$ cat src/rtl/option_queue_if.sv
// Bus bundle between the board parser/solver and the option queue.
interface option_queue_if #(
  parameter int unsigned SIZE  = 3,
  parameter int unsigned DEPTH = 64
);
  localparam int unsigned CW = $clog2(DEPTH + 1);

  logic            load_valid;
  logic [SIZE-1:0] load_data;
  logic            load_done;
  logic            push_back;
  logic [SIZE-1:0] push_data;
  logic            pop;
  logic            solved;
  logic [SIZE-1:0] out_data;
  logic            out_valid;
  logic            started;
  logic [CW-1:0]   count;
  logic            full;
  logic            empty;
  logic            overflow;
  logic            halted;

  // Parser/solver side drives requests and observes the queue.
  modport master (
    output load_valid, load_data, load_done, push_back, push_data, pop, solved,
    input  out_data, out_valid, started, count, full, empty, overflow, halted
  );

  // Queue side.
  modport slave (
    input  load_valid, load_data, load_done, push_back, push_data, pop, solved,
    output out_data, out_valid, started, count, full, empty, overflow, halted
  );
endinterface

$ cat src/rtl/option_queue.sv
// Option queue: circular FIFO that is loaded by the parser, then fed
// and drained by the solver until the board is solved or runs dry.
module option_queue #(
  parameter int unsigned SIZE  = 3,
  parameter int unsigned DEPTH = 64
) (
  input  logic          clk,
  input  logic          rst,
  option_queue_if.slave bus
);
  localparam int unsigned PW = $clog2(DEPTH);
  localparam int unsigned CW = $clog2(DEPTH + 1);

  typedef enum logic [1:0] {
    S_IDLE = 2'd0,
    S_LOAD = 2'd1,
    S_RUN  = 2'd2,
    S_DONE = 2'd3
  } state_t;

  state_t          state;
  logic [SIZE-1:0] mem [DEPTH];
  logic [PW-1:0]   rd_ptr;
  logic [PW-1:0]   wr_ptr;
  logic [CW-1:0]   count_q;
  logic            started_q;
  logic            overflow_q;

  logic            wr_req;
  logic [SIZE-1:0] wr_data;
  logic            wr_ok;
  logic            rd_ok;
  logic            is_full;
  logic            is_empty;

  // Select the write source by phase and qualify write/pop against occupancy.
  always_comb begin
    wr_req  = 1'b0;
    wr_data = bus.load_data;
    case (state)
      S_IDLE, S_LOAD: wr_req = bus.load_valid;
      S_RUN: begin
        wr_req  = bus.push_back;
        wr_data = bus.push_data;
      end
      default: wr_req = 1'b0;
    endcase
    is_full  = (count_q == CW'(DEPTH));
    is_empty = (count_q == CW'(0));
    rd_ok    = (state == S_RUN) && !is_empty && bus.pop;
    // A pop in the same cycle frees the slot a full-queue write needs.
    wr_ok    = wr_req && (!is_full || rd_ok);
  end

  // Buffer storage; contents intentionally survive reset.
  always_ff @(posedge clk) begin
    if (wr_ok) begin
      mem[wr_ptr] <= wr_data;
    end
  end

  // Phase FSM, pointers, occupancy and sticky status.
  always_ff @(posedge clk) begin
    if (rst) begin
      state      <= S_IDLE;
      rd_ptr     <= '0;
      wr_ptr     <= '0;
      count_q    <= '0;
      started_q  <= 1'b0;
      overflow_q <= 1'b0;
    end else begin
      started_q <= 1'b0;
      if (wr_ok) begin
        wr_ptr <= wr_ptr + PW'(1);
      end
      if (rd_ok) begin
        rd_ptr <= rd_ptr + PW'(1);
      end
      case ({wr_ok, rd_ok})
        2'b10:   count_q <= count_q + CW'(1);
        2'b01:   count_q <= count_q - CW'(1);
        default: count_q <= count_q;
      endcase
      if (wr_req && !wr_ok) begin
        overflow_q <= 1'b1;
      end
      case (state)
        S_IDLE: begin
          if (bus.load_valid) begin
            state <= S_LOAD;
          end
        end
        S_LOAD: begin
          if (bus.load_done) begin
            if (!is_empty || wr_ok) begin
              state     <= S_RUN;
              started_q <= 1'b1;
            end else begin
              state <= S_IDLE;
            end
          end
        end
        S_RUN: begin
          if (bus.solved || (is_empty && !bus.push_back)) begin
            state <= S_DONE;
          end
        end
        default: state <= S_DONE;
      endcase
    end
  end

  // Status decode from registered state; head is first-word-fall-through.
  assign bus.out_data  = mem[rd_ptr];
  assign bus.out_valid = (state == S_RUN) && !is_empty;
  assign bus.started   = started_q;
  assign bus.count     = count_q;
  assign bus.full      = is_full;
  assign bus.empty     = is_empty;
  assign bus.overflow  = overflow_q;
  assign bus.halted    = (state == S_DONE);
endmodule

$ cat src/flat_wrapper.sv
// flat-port wrapper written by rule: the top's interface ports become plain ports
module option_queue_flat 
#(
  parameter int unsigned SIZE  = 3,
  parameter int unsigned DEPTH = 64
)
  (clk, rst, bus_load_valid, bus_load_data, bus_load_done, bus_push_back, bus_push_data, bus_pop, bus_solved, bus_out_data, bus_out_valid, bus_started, bus_count, bus_full, bus_empty, bus_overflow, bus_halted);
  option_queue_if #(.SIZE(SIZE), .DEPTH(DEPTH)) bus_i ();
  input  logic clk;
  input  logic rst;
  input wire logic [$bits(bus_i.load_valid)-1:0] bus_load_valid;
  input wire logic [$bits(bus_i.load_data)-1:0] bus_load_data;
  input wire logic [$bits(bus_i.load_done)-1:0] bus_load_done;
  input wire logic [$bits(bus_i.push_back)-1:0] bus_push_back;
  input wire logic [$bits(bus_i.push_data)-1:0] bus_push_data;
  input wire logic [$bits(bus_i.pop)-1:0] bus_pop;
  input wire logic [$bits(bus_i.solved)-1:0] bus_solved;
  output wire logic [$bits(bus_i.out_data)-1:0] bus_out_data;
  output wire logic [$bits(bus_i.out_valid)-1:0] bus_out_valid;
  output wire logic [$bits(bus_i.started)-1:0] bus_started;
  output wire logic [$bits(bus_i.count)-1:0] bus_count;
  output wire logic [$bits(bus_i.full)-1:0] bus_full;
  output wire logic [$bits(bus_i.empty)-1:0] bus_empty;
  output wire logic [$bits(bus_i.overflow)-1:0] bus_overflow;
  output wire logic [$bits(bus_i.halted)-1:0] bus_halted;
  assign bus_i.load_valid = bus_load_valid;
  assign bus_i.load_data = bus_load_data;
  assign bus_i.load_done = bus_load_done;
  assign bus_i.push_back = bus_push_back;
  assign bus_i.push_data = bus_push_data;
  assign bus_i.pop = bus_pop;
  assign bus_i.solved = bus_solved;
  assign bus_out_data = bus_i.out_data;
  assign bus_out_valid = bus_i.out_valid;
  assign bus_started = bus_i.started;
  assign bus_count = bus_i.count;
  assign bus_full = bus_i.full;
  assign bus_empty = bus_i.empty;
  assign bus_overflow = bus_i.overflow;
  assign bus_halted = bus_i.halted;
  option_queue #(.SIZE(SIZE), .DEPTH(DEPTH)) u_core (.clk(clk), .rst(rst), .bus(bus_i));
endmodule
$ cat config.mk
export PLATFORM = sky130hd
export DESIGN_NAME = option_queue_flat
export DESIGN_NICKNAME = d
export VERILOG_FILES = /design/src/rtl/option_queue_if.sv /design/src/rtl/option_queue.sv /design/src/flat_wrapper.sv
export SDC_FILE = /design/constraint.sdc
export NUM_CORES = 1
export LEC_CHECK = 0
export ABC_AREA = 1
export CAP_MARGIN = 15
export CORE_AREA = 4 4 160 162
export DETAILED_ROUTE_END_ITERATION = 10
export DIE_AREA = 0 0 164 166
export GPL_TIMING_DRIVEN = 0
export REMOVE_ABC_BUFFERS = 1
export SLEW_MARGIN = 20
export SYNTH_ARGS = -nofsm -noshare
export SYNTH_HDL_FRONTEND = slang
export SYNTH_SLANG_ARGS = --single-unit
$ cat constraint.sdc
create_clock -name clk -period 2.4 [get_ports clk]
set_input_delay 0.36 -clock clk [delete_from_list [all_inputs] [get_ports clk]]
set_output_delay 0.36 -clock clk [all_outputs]
set_load 0.01 [all_outputs]
# --- After elaboration in Yosys (flattened, before gate mapping) ---
# Memory sizes are Yosys's and may differ from the RTL's. A register that Yosys moved wholly into a read port is not among the register bits.
# Cells that the tools add are included.
op_classes:
  order_cmp: 0
  n_eq_ne: 9
  n_bitwise: 2
  shifts: 0
  n_div: 0
  n_mul: 0
  mux: 13
  add_sub_neg: 4
  reduce_logical: 18
op_table:
  columns: ["op", "count"]
  rows:
  - ["$pmux 7 s2", 1]
  - ["$add 6x1->6 const B", 2]
  - ["$mux 6", 2]
  - ["$mux 2", 4]
  - ["$add 7x1->7 const B", 1]
  - ["$eq 7x7->1 const B", 1]
  - ["$logic_not 7->1", 1]
  - ["$sub 7x1->7 const B", 1]
  - ["$eq 2x2->1 const B", 3]
  - ["$pmux 2 s3", 1]
  - ["$logic_and 1x1->1", 5]
  - ["$eq 2x1->1 const B", 2]
  - ["$logic_not 1->1", 4]
  - ["$ne 2x2->1 const B", 2]
  - ["$logic_or 1x1->1", 3]
  - ["$mux 1", 3]
  - ["$mux 3", 1]
  - ["$reduce_and 3->1", 1]
  - ["$reduce_or 3->1", 1]
  - ["$logic_not 2->1", 1]
  - ["$ne 2x1->1 const B", 1]
  - ["$not 1->1", 2]
  - ["$pmux 1 s2", 1]
  - ["$reduce_bool 2->1", 1]
  - ["$reduce_or 2->1", 1]
totals:
  latch_bits: 0
  memories: 1
  input_bits: 13
  rom_bits: 0
  wordCells: 53
  mem_bits_rw: 192
  register_bits: 23
memory_table:
  columns: ["memory", "words", "width", "read_ports", "rd_clocked_by_memory_dff", "write_ports", "line_no", "rtl"]
  rows:
  - ["u_core.mem", 64, 3, 1, 1, 1, "option_queue.sv:22", "logic [SIZE-1:0] mem [DEPTH];"]

# --- Longest topological paths before layout ---
# Gate-level depths: netlist of the first run.
depth:
  depth_word: 10
  depth_mapped: 18

# --- Least setup slack after synthesis of the first run ---
# Ideal clock, no wire load.
synth_path:
  kind: "register to register"
  from: "register u_core.count_q[0], in the netlist u_core.bus.count[0]"
  to: "register u_core.count_q[6], in the netlist u_core.bus.count[6]"
  n_path_buf: 1
  t_arrival_ns: 2.146
  setup_time_ns: 0.115
  synth_period_minus_slack_ns: 2.261
  path_stages_with_launch: 19
  path_slack_ns: 0.139
  cell_sequence: "dfxtp_1 -> inv_1 -> nand2_1 -> nor2_1 -> nand2_1 -> nand3_1 -> buf_4 -> inv_2 -> nand2_1 -> inv_1 -> ha_1 -> a21oi_1 -> o21ai_0 -> nor2_1 -> nand2_1 -> nand2_1 -> nand3_1 -> nand2_1 -> nor2_1"
synth_between:
  elab_chain_len: 8
  elab_cells_between_ends: 14
  classes_between: "add/sub (2); eq/ne (3); mux (1); reduce/logical (8)"
synth_lines:
  columns: ["element", "line_no", "rtl"]
  rows:
  - ["from (decl)", "option_queue.sv:25", "logic [CW-1:0] count_q;"]
  - ["from (signal assigned)", "option_queue.sv:80", "2'b10: count_q <= count_q + CW'(1);"]
  - ["from (signal assigned)", "option_queue.sv:81", "2'b01: count_q <= count_q - CW'(1);"]
  - ["from (signal assigned)", "option_queue.sv:82", "default: count_q <= count_q;"]
  - ["$logic_not 7->1", "option_queue.sv:49", "is_empty = (count_q == CW'(0));"]
  - ["$logic_not 1->1", "option_queue.sv:50", "rd_ok = (state == S_RUN) && !is_empty && bus.pop;"]
  - ["$logic_and 1x1->1 (2 in series)", "option_queue.sv:50", null]
  - ["$logic_or 1x1->1", "option_queue.sv:52", "wr_ok = wr_req && (!is_full || rd_ok);"]
  - ["$logic_and 1x1->1", "option_queue.sv:52", null]
  - ["$eq 2x1->1 or $eq 2x2->1 (tied branches)", "option_queue.sv:79", "case ({wr_ok, rd_ok})"]
  - ["$pmux 7 s2 or $reduce_bool 2->1 (tied branches)", null, null]
# Parallel ways exist; a longest one is shown, timed or not.
# A chain may end at the register's enable or synchronous reset.

==> results of run 1 <==
repair_timing:
| action | CTS | global route |
|---|---|---|
| gates cloned | 9 | 7 |
| endpoints found under the setup margin | 200 | 180 |
| setup buffers | 17 | 10 |
| pin swaps | 12 | 47 |
| gates resized for setup | 61 | 148 |
registers in the layout (all words and copies together), names as in the netlist, named ones only:
signal	cells
u_core.mem	192
u_core.bus.count	7
u_core.rd_ptr	6
u_core.wr_ptr	6
u_core.state	2
u_core.bus.overflow	1
u_core.bus.started	1
area by class of cell:
| class | count | area, um2 |
|---|---|---|
| Clock buffer | 28 | 637 |
| Clock inverter | 11 | 73.8 |
| Tap cell | 324 | 405 |
| Inverter | 40 | 195 |
| Multi-Input combinational cell | 628 | 3490 |
| Sequential cell | 221 | 6370 |
| Fill cell | 2170 | 11800 |
| Timing Repair inverter | 5 | 62.6 |
| Timing Repair Buffer | 72 | 1020 |
stage by stage:
step / cell area (um2) / TNS [ps] / worst slack, ps / hold WS [ps] / utilization [%]
after floorplan: 9390 / -4560 / -1520 / 429 / -
after global routing: 12300 / -427 / -149 / 458 / 50.8
after detailed placement: 10200 / -127770 / -914 / 458 / 42.5
after CTS: 11400 / -146 / -50.2 / 427 / 47.4
final: 12300 / -177 / -75.1 / 442 / 50.8
after global placement: 10100 / -276410 / -4360 / 464 / 41.8
critical path, delay by kind of cell (launching register included):
family	cells	cell delay, ps
buffers and inverters	4	580
flip-flops	1	380
AND/OR/NAND/NOR	8	630
synth_stat cells (2+ instances only):
library cell,count,area share (%)
nand4_4,4,0.89
edfxtp_1,192,60
xor2_1,7,0.64
ha_1,7,0.91
nand3_1,174,9.1
buf_4,2,0.16
nand4_2,2,0.26
o21ai_0,14,0.73
clkbuf_1,23,0.90
buf_1,6,0.23
inv_1,33,1.3
a21oi_1,16,0.83
nand2_1,297,12
inv_2,7,0.27
nor2_1,86,3.4
buf_2,13,0.68
dfxtp_1,29,6.1
xnor2_1,2,0.18
nor3_1,6,0.31
how the worst max path moves through the flow:
| stage | endpoint | slack, ps | cells past startpoint |
|---|---|---|---|
| finish | bus_out_data[2] | -80 | 12 |
| global route | bus_out_data[0] | -150 | 12 |
| CTS | bus_out_data[2] | -50 | 12 |
| detailed placement | u_core.mem[2][0] | -910 | 7 |
| global placement | bus_out_data[0] | -4360 | 10 |
| floorplan | bus_out_data[1] | -1520 | 9 |
power by group:
group / switching (uW) / internal (uW)
sequential: 55.8 / 4290
clock: 1380 / 1980
combinational: 557 / 333
kinds of logic (layout without fill, tap and decap cells):
kind of cell / count (synthesis) / in the layout / share of synthesized area (%)
DFF: 221 / 221 / 66.2
buffers and inverters: 86 / 156 / 3.70
AOI/OAI and AO/OA: 35 / 35 / 2.00
xor gates and xnor gates: 9 / 9 / 0.822
adders and majority gates: 8 / 8 / 1.12
and+or+nand+nor: 576 / 576 / 26.2
per-layer routing:
layer | wire length (um) | part of all wire (%) | track usage (%)
met1 | 10900 | 43 | 25.7
met5 | 0 | 0 | 0
met2 | 11700 | 46 | 27.7
met3 | 2040 | 8.0 | 2.88
met4 | 716 | 2.8 | 5.32
==> run summary, run 1 <==
Status = finished with violations
Failing checks = negative setup slack
Vias per cell = 5.28
Post-synth cell types = 34
Drt total wl = 25400 um
CTS buffer count = 25
Full die area = 27200 um2
Reg2Reg Capture Point = u_core.mem[41][0]
Cell count after synthesis = 935
Final setup slack of the worst path = -75.1 ps
Flop2flop setup slack = 150 ps
Rel. slew slack = 47.9%
Mapped Area = 9590 um2
Final setup vio count = 3
Routed Antenna Nets = 0
Hold depth = 3
Endpoint class of the critical path = output pin
Area grow syn2layout = 27.8%
VDD IR max = 0.000442 V
Row count = 57
Hold/Removal Path Class = primary input to flip-flop
CTS Hold Bufs = 0
Number of synthesized register bits = 221
Global-route wire length before repair = 37300 um
RSZ-0062 raised after global routing = true
Total grt overflow = 0
Max-slew violation count = 0
Core ar. = 24100 um2
Yosys warns = 0
R2R cell count = 11
Final min period = 2480 ps
Top Ports = 29
Crit path max-delay cell type = dfxtp_4
Number of synthesized flops with an enable pin = 192
Reg2reg start = u_core.bus.count[1]
Most frequent CP cell = nand2_2
Iteration-0 DRC Markers = 558
Avg WL per Cell = 19.1 um
CP Launch Type = flip-flop
Layout cells sized above 1 = 25.4%
Via Count = 7015
Die height = 166 um
Largest net degree at the start of global routing = 65
Clk slew on worst S/H paths = 60 ps
Sinks on Clock Net = 221
Initial antenna violation count = 0
CP cell instances = buf_16 -> clkinv_16 -> clkbuf_16 -> nand2_1 -> nand3_1 -> nand3_1 -> nand2_2 -> nand2_2 -> nand3_2 -> nand3_2 -> nand2_2 -> buf_6
CTS Buffer Depth = 3
Worst-path maximum fanout = 6
Pleak = 0.00442 uW
CP Class = flip-flop to output pin
Main synth FF type = edfxtp_1
Maxcap violations = 0
Hold EP = u_core.state[0]
Async SR Flop Fraction = 0%
Tot GR Track Use = 17.8%
Commonest non-fill, non-tap cell in the layout = nand2_1
CP Data Required Time = 2040 ps
Vias in the first global route = 6496
Clock Skew = 11.5 ps
Final std cells w/o fill = 1329
DPL Wire Length = 13000 um
Clk_lat worst skew = 510 ps
Antenna diode count = 0
Pwr per Cell Area = 701 nW/um2
Htree depth = 1
Buffers on Ports = 28
Tcrit/Tclk final = 103%
Worst Min Path Start = bus_solved
Final Wtd Congestion = 0.794
Most frequent cells in the layout = 245 x nand2_1, 192 x edfxtp_1, 113 x nand3_1
Mapped Avg Cell Area = 10.3 um2
Placed Instances = 1247
CTS tree = yes
F_max = 0.404 GHz
CP arrival = 2120 ps
Root buf cell = clkbuf_16
Register area share after synthesis = 66.2%
Width of the die = 164 um
DRT Pass-1 Iters = 5
# DRC = 0
Total Power = 8590 uW
Final hold viol count = 0
Final net count = 1014
Slowest cell delay on critical path = 380 ps
Initial Utilization = 39.8%
Slew @ Worst Pin = 782 ps
Power figures use the tool's default switching activity.
==> run 2, diff against run 1 <==
--- a/config.mk
+++ b/config.mk
@@ -10,6 +10,7 @@
 export CORE_AREA = 4 4 160 162
 export DETAILED_ROUTE_END_ITERATION = 10
 export DIE_AREA = 0 0 164 166
+export DONT_BUFFER_PORTS = 1
 export GPL_TIMING_DRIVEN = 0
 export REMOVE_ABC_BUFFERS = 1
 export SLEW_MARGIN = 20
==> run 2 against run 1 <==
The flow now finishes without violations. Via count is 3.0% lower. Sequential power about the same. Largest cell class unchanged. Clock skew decreased by 1.4 ps. Total power fell by 0.55%. Non-clock buffer count shrank 24. Critical path type unchanged. Clock power rose by 2%. Wire length fell by 4.4%. Final cell count decreased by 1.7%. Register-to-register slack got worse by 70 ps.
==> run summary, run 2 (synthesis gave the netlist of run 1 again) <==
Placed Instances = 1220 (was 1247)
Worst Min Path Start = bus_solved (unchanged)
CP Launch Type = flip-flop (unchanged)
Reg with most FFs = u_core.mem (unchanged)
Vias per cell = 5.21 (was 5.28)
Final std cells w/o fill = 1307 (was 1329)
Hold EP = u_core.state[0] (unchanged)
Most frequent cells in the layout = 284 x nand2_1, 192 x edfxtp_1, 159 x nand3_1 (was 245 x nand2_1, 192 x edfxtp_1, 113 x nand3_1)
Total grt overflow = 0 (unchanged)
Sinks on Clock Net = 221 (unchanged)
Hold depth = 2 (was 3)
Largest net degree at the start of global routing = 65 (unchanged)
Largest register FFs = 192 (unchanged)
Via Count = 6808 (was 7015)
CTS buffer count = 24 (was 25)
Pleak = 0.00420 uW (was 0.00442 uW)
Final net count = 987 (was 1014)
Met2 GRT Util = 29.1% (was 27.7%)
Full die area = 27200 um2 (unchanged)
Tot GR Track Use = 17.3% (was 17.8%)
Slew @ Worst Pin = 560 ps (was 782 ps)
Layout cells sized above 1 = 18.7% (was 25.4%)
Final setup vio count = 0 (was 3)
Width of the die = 164 um (unchanged)
Top Ports = 29 (unchanged)
Global-route wire length before repair = 36600 um (was 37300 um)
CTS Buffer Depth = 3 (unchanged)
Endpoint class of the critical path = output pin (unchanged)
Hold/Removal Path Class = primary input to flip-flop (unchanged)
Met1 usage = 23.9% (was 25.7%)
Row count = 57 (unchanged)
Total Power = 8540 uW (was 8590 uW)
Status = completed (was finished with violations)
Antenna diode count = 0 (unchanged)
Met3 usage = 2.68% (was 2.88%)
Final hold viol count = 0 (unchanged)
Vias in the first global route = 6533 (was 6496)
Final min period = 2390 ps (was 2480 ps)
DRT Pass-1 Iters = 5 (unchanged)
Buffers on Ports = 0 (was 28)
Slowest cell delay on critical path = 370 ps (was 380 ps)
RSZ-0062 raised after global routing = true (unchanged)
Reg2reg start = u_core.state[1] (was u_core.bus.count[1])
R2R cell count = 9 (was 11)
Most frequent CP cell = nand3_1 (was nand2_2)
Drt total wl = 24300 um (was 25400 um)
Root buf cell = clkbuf_16 (unchanged)
Die height = 166 um (unchanged)
Reg2Reg Capture Point = u_core.mem[44][0] (was u_core.mem[41][0])
Core ar. = 24100 um2 (unchanged)
CP cell instances = buf_16 -> buf_12 -> inv_8 -> nand2_1 -> nand3_1 -> nand3_1 -> nand2_2 -> nand2_1 -> nand3_1 -> nand3_1 -> nand2_2 (was buf_16 -> clkinv_16 -> clkbuf_16 -> nand2_1 -> nand3_1 -> nand3_1 -> nand2_2 -> nand2_2 -> nand3_2 -> nand3_2 -> nand2_2 -> buf_6)
Htree depth = 1 (unchanged)
Area grow syn2layout = 21.4% (was 27.8%)
Iteration-0 DRC Markers = 677 (was 558)
Max-slew violation count = 0 (unchanged)
Pwr per Cell Area = 733 nW/um2 (was 701 nW/um2)
CP Data Required Time = 2040 ps (about the same)
Initial Utilization = 39.8% (unchanged)
Routed Antenna Nets = 0 (unchanged)
Rel. slew slack = 62.5% (was 47.9%)
Maxcap violations = 0 (unchanged)
Crit path max-delay cell type = dfxtp_4 (unchanged)
Clk_lat worst skew = 510 ps (about the same)
CP Class = flip-flop to output pin (unchanged)
F_max = 0.419 GHz (was 0.404 GHz)
Avg WL per Cell = 18.6 um (was 19.1 um)
Gr busiest metal = met2 (unchanged)
CTS tree = yes (unchanged)
VDD IR max = 0.000443 V (was 0.000442 V)
Flop2flop setup slack = 80 ps (was 150 ps)
CP arrival = 2030 ps (was 2120 ps)
Clock Skew = 10.2 ps (was 11.5 ps)
DPL Wire Length = 12900 um (was 13000 um)
Worst-path maximum fanout = 12 (was 6)
# DRC = 0 (unchanged)
Final Wtd Congestion = 0.840 (was 0.794)
Tcrit/Tclk final = 99.4% (was 103%)
Clk slew on worst S/H paths = 60 ps (about the same)
Commonest non-fill, non-tap cell in the layout = nand2_1 (unchanged)
Initial antenna violation count = 0 (unchanged)
## run 2: where the power goes
part | switching, uW | leakage, uW | internal, uW
Sequential | 66.0 | 0.00197 | 4280
Clock | 1430 | 0.000357 | 2000
Combinational | 507 | 0.00188 | 256
Total | 2000 | 0.00420 | 6540
## run 2: metal layers
layer | part of all wire [%] | up-vias | wire length (um)
met5 | 0 | - | 0
li1 | - | 3284 | -
met3 | 8.1 | 37 | 1970
met2 | 48 | 247 | 11600
met1 | 42 | 3240 | 10300
met4 | 1.7 | 0 | 418
## run 2: area by class of cell
cell class / instances / area [um2]
clock buffers: 30 / 644
clock inverters: 13 / 85.1
fillers: 2225 / 12500
inverters: 40 / 188
multi-input cells: 628 / 3180
flip-flops and latches: 221 / 6370
well taps: 324 / 405
repair buffers: 48 / 737
repair inverters: 3 / 38.8
## run 2: worst max path at each step
stage               slack, ps           endpoint           startpoint
detailed placement       -960  u_core.mem[26][1]  u_core.bus.count[0]
CTS                       0.4    bus_out_data[0]            flip-flop
floorplan               -1520    bus_out_data[1]            flip-flop
finish                     10    bus_out_data[2]            flip-flop
global placement        -3900    bus_out_data[0]            flip-flop
global route             -100  u_core.mem[28][1]      u_core.state[1]
## run 2: timing repair
action	in CTS	in global routing
endpoints found under the setup margin	201	181
hold buffers	1	0
gates resized for setup	51	68
buffers inserted	14	18
hold endpoints to repair	12	0
cloned	9	2
pin swaps	3	17
## run 2: stage by stage
step	setup slack (ps)	utilization (%)	instance area (um2)	hold WS, ps	setup TNS [ps]
final	13.5	48.3	11600	18.7	0
after CTS	0.445	46.4	11200	7.47	0
after global routing	-104	48.3	11600	45.2	-1930
after detailed placement	-959	41.5	9990	434	-123620
after floorplan	-1520	-	9390	429	-4560
after global placement	-3900	40.6	9790	433	-250160
## run 2: critical path: cells and delay by family, from the launching register on
family / cells / cell delay [ps]
buffers and inverters: 3 / 400
and+or+nand+nor: 8 / 720
DFF: 1 / 370
